--- src/rtl/div_pkg.sv ---
// Shared types and helpers for the sequential divider (and the multiplier that
// sits beside it on the HI/LO path).
package div_pkg;

    typedef enum logic [1:0] {
        IDLE = 2'd0,
        RUN  = 2'd1,
        FIX  = 2'd2,
        DONE = 2'd3
    } div_state_t;

    localparam int DIV_W_DEFAULT = 32;
    localparam int DIV_MAX_W     = 64;

    // Magnitude of a width-bit operand carried in a DIV_MAX_W container.
    // The most negative value maps to itself, which reads correctly as unsigned.
    function automatic logic [DIV_MAX_W-1:0] abs_w(
        input logic [DIV_MAX_W-1:0] value,
        input int unsigned          width,
        input logic                 signed_mode
    );
        logic [DIV_MAX_W-1:0] mask;
        logic                 sign;
        mask = (width >= DIV_MAX_W) ? '1
                                    : ((DIV_MAX_W'(1) << width) - DIV_MAX_W'(1));
        sign = |(value & (DIV_MAX_W'(1) << (width - 1)));
        if (signed_mode && sign) begin
            return (~value + DIV_MAX_W'(1)) & mask;
        end
        return value & mask;
    endfunction

endpackage

--- src/rtl/div_step.sv ---
// One restoring-division step: shift the next dividend bit into the partial
// remainder and subtract the divisor when it fits.
module div_step #(
    parameter int WIDTH = 32
) (
    input  logic [WIDTH:0]   rem,
    input  logic             dvd_msb,
    input  logic [WIDTH-1:0] divisor,
    output logic [WIDTH:0]   rem_next,
    output logic             q_bit
);

    localparam int RW = WIDTH + 1;

    logic [WIDTH+1:0] shifted;
    logic [WIDTH+1:0] divisor_ext;

    assign shifted     = {rem, dvd_msb};
    assign divisor_ext = {2'b00, divisor};
    assign q_bit       = (shifted >= divisor_ext);
    assign rem_next    = q_bit ? RW'(shifted - divisor_ext) : RW'(shifted);

endmodule

--- src/rtl/div_seq.sv ---
// Multi-cycle signed/unsigned integer divider: magnitudes are divided with a
// restoring loop, one quotient bit per clock, then signs are reapplied.
module div_seq
    import div_pkg::*;
#(
    parameter int WIDTH = DIV_W_DEFAULT
) (
    input  logic             clk,
    input  logic             divrst_n,
    input  logic             divstart,
    input  logic             divsigned,
    input  logic [WIDTH-1:0] diva,
    input  logic [WIDTH-1:0] divb,
    output logic             divbusy,
    output logic             divdone,
    output logic [WIDTH-1:0] divq,
    output logic [WIDTH-1:0] divr,
    output logic             divzero
);

    localparam int CNT_W = $clog2(WIDTH + 1);

    div_state_t       state_reg, state_next;
    logic [CNT_W-1:0] cnt_reg, cnt_next;
    logic [WIDTH:0]   rem_reg, rem_next;
    logic [WIDTH-1:0] dvd_reg, dvd_next;
    logic [WIDTH-1:0] bmag_reg, bmag_next;
    logic             qneg_reg, qneg_next;
    logic             rneg_reg, rneg_next;
    logic [WIDTH-1:0] divq_reg, divq_next;
    logic [WIDTH-1:0] divr_reg, divr_next;
    logic             zero_reg, zero_next;

    logic [DIV_MAX_W-1:0] a_ext, b_ext;
    logic [WIDTH-1:0]     a_mag, b_mag;
    logic [WIDTH:0]       step_rem;
    logic                 step_bit;
    logic                 accept;

    // Zero-extend operands into the package helper's fixed-width container.
    genvar gi;
    for (gi = 0; gi < DIV_MAX_W; gi++) begin : g_ext
        if (gi < WIDTH) begin : g_bit
            assign a_ext[gi] = diva[gi];
            assign b_ext[gi] = divb[gi];
        end else begin : g_pad
            assign a_ext[gi] = 1'b0;
            assign b_ext[gi] = 1'b0;
        end
    end

    assign a_mag = WIDTH'(abs_w(a_ext, WIDTH, divsigned));
    assign b_mag = WIDTH'(abs_w(b_ext, WIDTH, divsigned));

    div_step #(
        .WIDTH(WIDTH)
    ) u_step (
        .rem     (rem_reg),
        .dvd_msb (dvd_reg[WIDTH-1]),
        .divisor (bmag_reg),
        .rem_next(step_rem),
        .q_bit   (step_bit)
    );

    assign accept = divstart && ((state_reg == IDLE) || (state_reg == DONE));

    always_comb begin
        state_next = state_reg;
        cnt_next   = cnt_reg;
        rem_next   = rem_reg;
        dvd_next   = dvd_reg;
        bmag_next  = bmag_reg;
        qneg_next  = qneg_reg;
        rneg_next  = rneg_reg;
        divq_next  = divq_reg;
        divr_next  = divr_reg;
        zero_next  = zero_reg;

        case (state_reg)
            IDLE, DONE: begin
                if (accept) begin
                    qneg_next = divsigned & (diva[WIDTH-1] ^ divb[WIDTH-1]);
                    rneg_next = divsigned & diva[WIDTH-1];
                    dvd_next  = a_mag;
                    bmag_next = b_mag;
                    rem_next  = '0;
                    cnt_next  = CNT_W'(WIDTH);
                    zero_next = 1'b0;
                    if (divb == '0) begin
                        // Divide by zero skips the loop and reports the raw dividend.
                        state_next = DONE;
                        zero_next  = 1'b1;
                        divq_next  = '1;
                        divr_next  = diva;
                    end else begin
                        state_next = RUN;
                    end
                end
            end
            RUN: begin
                rem_next = step_rem;
                dvd_next = {dvd_reg[WIDTH-2:0], step_bit};
                cnt_next = cnt_reg - CNT_W'(1);
                if (cnt_reg == CNT_W'(1)) begin
                    state_next = FIX;
                end
            end
            FIX: begin
                divq_next  = qneg_reg ? -dvd_reg : dvd_reg;
                divr_next  = rneg_reg ? -rem_reg[WIDTH-1:0] : rem_reg[WIDTH-1:0];
                state_next = DONE;
            end
            default: begin
                state_next = IDLE;
            end
        endcase
    end

    always_ff @(posedge clk or negedge divrst_n) begin
        if (!divrst_n) begin
            state_reg <= IDLE;
            cnt_reg   <= '0;
            rem_reg   <= '0;
            dvd_reg   <= '0;
            bmag_reg  <= '0;
            qneg_reg  <= 1'b0;
            rneg_reg  <= 1'b0;
            divq_reg  <= '0;
            divr_reg  <= '0;
            zero_reg  <= 1'b0;
        end else begin
            state_reg <= state_next;
            cnt_reg   <= cnt_next;
            rem_reg   <= rem_next;
            dvd_reg   <= dvd_next;
            bmag_reg  <= bmag_next;
            qneg_reg  <= qneg_next;
            rneg_reg  <= rneg_next;
            divq_reg  <= divq_next;
            divr_reg  <= divr_next;
            zero_reg  <= zero_next;
        end
    end

    assign divbusy = (state_reg == RUN) || (state_reg == FIX);
    assign divdone = (state_reg == DONE);
    assign divq    = divq_reg;
    assign divr    = divr_reg;
    assign divzero = zero_reg;

endmodule

--- config.mk ---
export PLATFORM = sky130hd
export DESIGN_NAME = div_seq
export DESIGN_NICKNAME = d
export VERILOG_FILES = /design/src/rtl/div_pkg.sv /design/src/rtl/div_step.sv /design/src/rtl/div_seq.sv
export SDC_FILE = /design/constraint.sdc
export NUM_CORES = 1
export LEC_CHECK = 0
export ABC_AREA = 1
export ABC_CLOCK_PERIOD_IN_PS = 4600
export BUFFER_PORTS_ARGS = -buffer_cell sky130_fd_sc_hd__buf_2
export CAP_MARGIN = 5
export CELL_PAD_IN_SITES_DETAIL_PLACEMENT = 1
export CELL_PAD_IN_SITES_GLOBAL_PLACEMENT = 2
export CORE_ASPECT_RATIO = 0.9
export CORE_UTILIZATION = 35
export CTS_CLUSTER_DIAMETER = 80
export DETAILED_ROUTE_END_ITERATION = 8
export GPL_TIMING_DRIVEN = 0
export PLACE_DENSITY_LB_ADDON = 0.1
export SETUP_SLACK_MARGIN = 0.2
export SLEW_MARGIN = 20
export SYNTH_ARGS = -nofsm -noshare
export SYNTH_HDL_FRONTEND = slang
export SYNTH_HIERARCHICAL = 1
export SYNTH_SLANG_ARGS = --single-unit
--- constraint.sdc ---
create_clock -name clk -period 4.6 [get_ports clk]
set_input_delay 0.46 -clock clk [delete_from_list [all_inputs] [get_ports clk]]
set_output_delay 0.46 -clock clk [all_outputs]
set_load 0.02 [all_outputs]
## Word level (Yosys, flattened, before mapping)

Cells that the tools add are included.

- Output and inout port bits: 67
- Input bits: 68
- Register bits: 172

- Reduce and logical (&&, ||, !) cells: 14
- Bitwise gates (word level): 5
- Equality and inequality tests: 7
- Muxes and demuxes: 26
- Add/sub/neg operators: 6
- Order comparisons: 1

Operators by type and width:

| operator | number |
|---|---|
| $mux 32 | 11 |
| $pmux 32 s2 | 3 |
| $mux 33 | 2 |
| $pmux 33 s2 | 1 |
| $add 32x1->32 const B | 2 |
| $neg 32->32 | 2 |
| $not 32->32 | 2 |
| $ge 34x32->1 | 1 |
| $sub 33x32->33 | 1 |
| $logic_not 32->1 | 1 |
| $pmux 6 s2 | 1 |
| $eq 6x1->1 const B | 1 |
| $mux 2 | 3 |
| $mux 6 | 1 |
| $ne 2x2->1 const B | 3 |
| $pmux 2 s3 | 1 |
| $reduce_and 2->1 | 3 |
| $sub 6x1->6 const B | 1 |
| $eq 2x2->1 const B | 2 |
| $reduce_bool 2->1 | 2 |
| $logic_and 1x1->1 | 3 |
| $mux 1 | 3 |
| $reduce_and 3->1 | 1 |
| $and 1x1->1 | 2 |
| 5 further kinds | 6 |

## Depth between registers and ports, before layout

- Depth after elaboration: 6
- Gate-level depth with buffers: 18

## Hierarchy

Netlist, hierarchy kept.

By module, submodules not included:

| module | instances | cells an instance | area an instance (µm²) |
|---|---|---|---|
| div_seq | 1 | 1605 | 10771.6 |
| div_step | 1 | 697 | 3278.1 |

## Worst setup path before layout

Ideal clock, no wire load.

- Path type: reg-to-reg
- Start: register dvd_reg[31]
- End: register rem_reg[24]
- Path buffers: 1
- Library setup time: 131 ps
- Setup slack: 2466 ps
- Cell stages (with the launch flop): 16
- Arrival time: 2003 ps
- Cells stage by stage: dfrtp_1 > inv_1 > ha_1 > inv_1 > fa_1 > nand3_1 > nand3_2 > nand2_2 > nand2_1 > nand2_2 > nand3_4 > buf_6 > nand2_1 > nand2_1 > nand3_1 > o21ai_0

- Cells in the longest elaborated chain, start to end: 3

RTL lines:

| what | RTL line | RTL |
|---|---|---|
| from (decl) | div_seq.sv:26 | `logic [WIDTH-1:0] dvd_reg, dvd_next;` |
| from (signal assigned) | div_seq.sv:135 | `dvd_reg <= dvd_next;` |
| $sub 33x32->33 or $ge 34x32->1 (tied branches) | div_step.sv:21, div_step.sv:20 |  |
| $mux 33 * | div_step.sv:21 | `assign rem_next = q_bit ? RW'(shifted - divisor_ext) : RW'(shifted);` |
| net step_rem[24] | div_seq.sv:36 | `logic [WIDTH:0] step_rem;` |
| $pmux 33 s2 * | div_seq.sv:79 | `case (state_reg)` |
| to (signal assigned) | div_seq.sv:134 | `rem_reg <= rem_next;` |
| to (decl) | div_seq.sv:25 | `logic [WIDTH:0] rem_reg, rem_next;` |

The timed path passes the listed nets; every way through them passes the cells marked *.
A chain may end at the register's enable or synchronous reset.

## Worst setup path after layout

- Start: register state_reg[0]
- End: register divq_reg[14] (netlist: divq[14])

- Cells in the longest elaborated chain, start to end: 5

RTL lines:

| what | RTL line | RTL |
|---|---|---|
| from (decl) | div_seq.sv:23 | `div_state_t state_reg, state_next;` |
| from (signal assigned) | div_seq.sv:132 | `state_reg <= state_next;` |
| $eq 2x2->1 or $logic_not 2->1 (tied branches) | div_seq.sv:65, div_seq.sv:79 |  |
| $logic_or 1x1->1 | div_seq.sv:65 | `assign accept = divstart && ((state_reg == IDLE) \|\| (state_reg == DONE));` |
| $logic_and 1x1->1 | div_seq.sv:65 |  |
| $ne 2x2->1 (no line) | -- |  |
| $reduce_and 3->1 (no line) | -- |  |
| to (signal assigned) | div_seq.sv:139 | `divq_reg <= divq_next;` |
| to (decl) | div_seq.sv:30 | `logic [WIDTH-1:0] divq_reg, divq_next;` |

Several ways; a longest one is shown, not always the timed one.

==> metrics.yaml <==
reg2reg_depth: 7
synth_xor_area_frac: 0.0237
postCtsHoldBufs: 0
htreeDepth: 4
ff_latch_area_um2: 4300
coreArea_um2: 39500
grt_max_degree: 90
cts.repair.resized: 0
path_clk_slew_ps: 70
drtAntennaViolNets: 0
ys_warn_count: 6
multiInputGateArea_um2: 8210
post_drt_wl_per_cell_um: 20.3
die-area_um2: 40900
final_cell_mix: "nand2_1, inv_1, nand3_1"
place_congestion: 0.936
yosys_most_used_dff: "dfrtp_1"
fill_cells: 5420
slew_viol_final: 0
relSlewSlack: 0.395
clockRootBuffer: "clkbuf_16"
synth_area_um2: 14000
max_stage_delay_ps: 640
crit_fanout: 10
post-cts-setup-buffer-count: 0
min_period_over_period: 0.660
synthCells: 2302
finalClockSkew_ps: 11.5
r2r_end: "divq[14]$_DFFE_PN0P_"
rsz0062_at_grt: "no"
fp.dieH_um: 192
cpMaxStageDelayCell: "clkbuf_1"
worst-endpoint-arrival_ps: 3340
path_cells: "inv_1, ha_1, clkbuf_1, clkbuf_1, nand2_1, o21ai_0, nand2_1"
rows: 69
min_period_ps: 3040
timing.rr.start: "state_reg[0]$_DFFE_PN0P_"
cts_tree: "done"
largest_reg_flops: 33
synth_mux_area_frac: 0
final_hold_viol_count: 10
synth-simple-area-share: 0.416
final_common_cell: "nand2_1"
wl_mm: 60.9
drive_above_1_share: 0.0920
r2r_slack_ps: 1560
place_hpwl_mm: 50.4
grt_use_total: 0.303
synth_top_family_by_area: "simple AND/OR/NAND/NOR gates"
synth-seq-cells: 172
synthAdderAreaFrac: 0.0388
ys_types: 41
grt-ovfl-total: 0
firstDrtPassIters: 5
synth_edf_count: 0
required_ps: 4910
drc_errors: 0
crit_path_end_kind: "flip-flop"
clk_latency_ps: 460
start_util: 0.355
holdWs_ps: -25.8
hp-class: "primary input to asynchronous set/reset pin"
port_buffers: 134
final-setup-viol-count: 0
synth_compound_area_frac: 0.105
num_vias: 15900
synthArstFlopShare: 1.00
grt_pass1_vias: 15400
synth.avg_cell_area_um2: 6.10
crit_buf_inv: 3
ir_drop_mv: 0.346
start_kind: "flip-flop"
antenna_cells: 0
syn_nets: 2413
drt_iter0_drc: 1326
cts_buffers: 17
powerDensity_nw_per_um2: 877
nets: 2567
grt_pass1_wl_mm: 92.1
cts_sinks: 172
max_freq_mhz: 329
critPathKind: "flip-flop to flip-flop"
max_cap_viol_count: 0
yosysSeqAreaShare: 0.306
die_width_um: 213
areaGrowthSynthToFinish_pct: 13.7
fin_tns_setup_ps: 0
power.leakage_nw: 8.72
io_pins: 135
clk_path_buf_depth: 2
crit_family: "buffers and inverters"
grt_antenna_before_repair: 1
worstMarginPinSlew_ps: 908
outcome: "finished with violations"
violations: "hold timing"
vias_per_cell: 5.29
[metrics by stage]
| stage | power, mW | instance area [µm²] | utilization | setup WS (ps) | cells |
|---|---|---|---|---|---|
| after floorplan | 9.09 | 14000 | - | 2470 | 2302 |
| after global placement | 12.2 | 15400 | 0.389 | 160 | 2968 |
| after detailed placement | 12.4 | 15400 | 0.390 | 1570 | 2969 |
| after CTS | 13.9 | 16000 | 0.404 | 1570 | 2999 |
| after global routing | 15.3 | 16000 | 0.404 | 1350 | 2999 |
| final | 14.0 | 16000 | 0.404 | 1560 | 2999 |
[worst register-to-register path: stages (launching register included)]
cell      delay [ps]
dfrtp_1          430
inv_1             80
ha_1             340
clkbuf_1         510
clkbuf_1         640
nand2_1          150
o21ai_0          600
nand2_1          130
[metal layers]
metal | up-vias | routed length [µm] | part of all wire | global-route usage
met3 | 50 | 4000 | 0.066 | 0.0618
met5 | - | 0 | 0 | 0
met1 | 7746 | 31600 | 0.52 | 0.465
li1 | 7664 | - | - | -
met4 | 0 | 927 | 0.015 | 0.0626
met2 | 416 | 24400 | 0.40 | 0.427
[cell usage after synthesis, types with 2 or more instances]
library cell,number,area [µm²]
nor2_1,167,627
buf_6,7,78.8
nor3_2,2,20.0
clkinv_1,3,11.3
nor2_4,2,22.5
inv_2,4,15.0
xnor2_1,5,43.8
and2_1,5,31.3
o211ai_1,18,135
buf_2,25,125
ha_1,42,526
xor2_1,33,289
nor2_2,8,50.1
nand2_2,7,43.8
o21ai_1,6,30.0
inv_1,302,1130
nand3_1,243,1220
dfrtp_1,172,4300
a22oi_1,2,15.0
nand3_2,3,30.0
o22ai_1,3,18.8
or2_2,4,25.0
o21ai_0,158,791
nand2_1,841,3160
buf_1,5,18.8
nand4_1,68,425
nand3b_1,8,60.1
nor3_1,17,85.1
clkbuf_1,42,158
a21oi_1,89,445
[worst max path at each step]
| stage | startpoint | endpoint | depth (start not counted) |
|---|---|---|---|
| 6_report | state_reg[0]$_DFFE_PN0P_ | divq[14]$_DFFE_PN0P_ | 7 |
| 5_1_grt | state_reg[0]$_DFFE_PN0P_ | divq[14]$_DFFE_PN0P_ | 9 |
| 4_1_cts | state_reg[0]$_DFFE_PN0P_ | divq[14]$_DFFE_PN0P_ | 9 |
| 3_5_place_dp | state_reg[0]$_DFFE_PN0P_ | divq[14]$_DFFE_PN0P_ | 9 |
| 3_3_place_gp | divrst_n | bmag_reg[26]$_DFFE_PN0P_ | 1 |
| 2_1_floorplan | dvd_reg[31]$_DFFE_PN0P_ | rem_reg[24]$_DFFE_PN0P_ | 15 |
[kinds of logic (layout without fill, tap and decap cells)]
family                     Yosys count  after routing
buffers and inverters              388            553
adders and majority gates           43             43
xor gates and xnor gates            38             38
and+or+nand+nor                   1379           1379
DFF                                172            172
AOI/OAI and AO/OA                  282            282
[cell type report]
class / instances / area share
Multi-Input combinational cell: 1742 / 0.514
Sequential cell: 172 / 0.269
Inverter: 309 / 0.0726
Timing Repair Buffer: 135 / 0.0443
Tap cell: 532 / 0.0417
Clock buffer: 21 / 0.0288
Buffer: 79 / 0.0238
Clock inverter: 9 / 0.00564
[where the power goes]
group | switching [mW] | internal [mW]
registers | 0.703 | 2.24
logic | 6.82 | 2.81
clock network | 0.664 | 0.770
total | 8.19 | 5.82
Note: power is estimated with default switching activity, not from simulation.
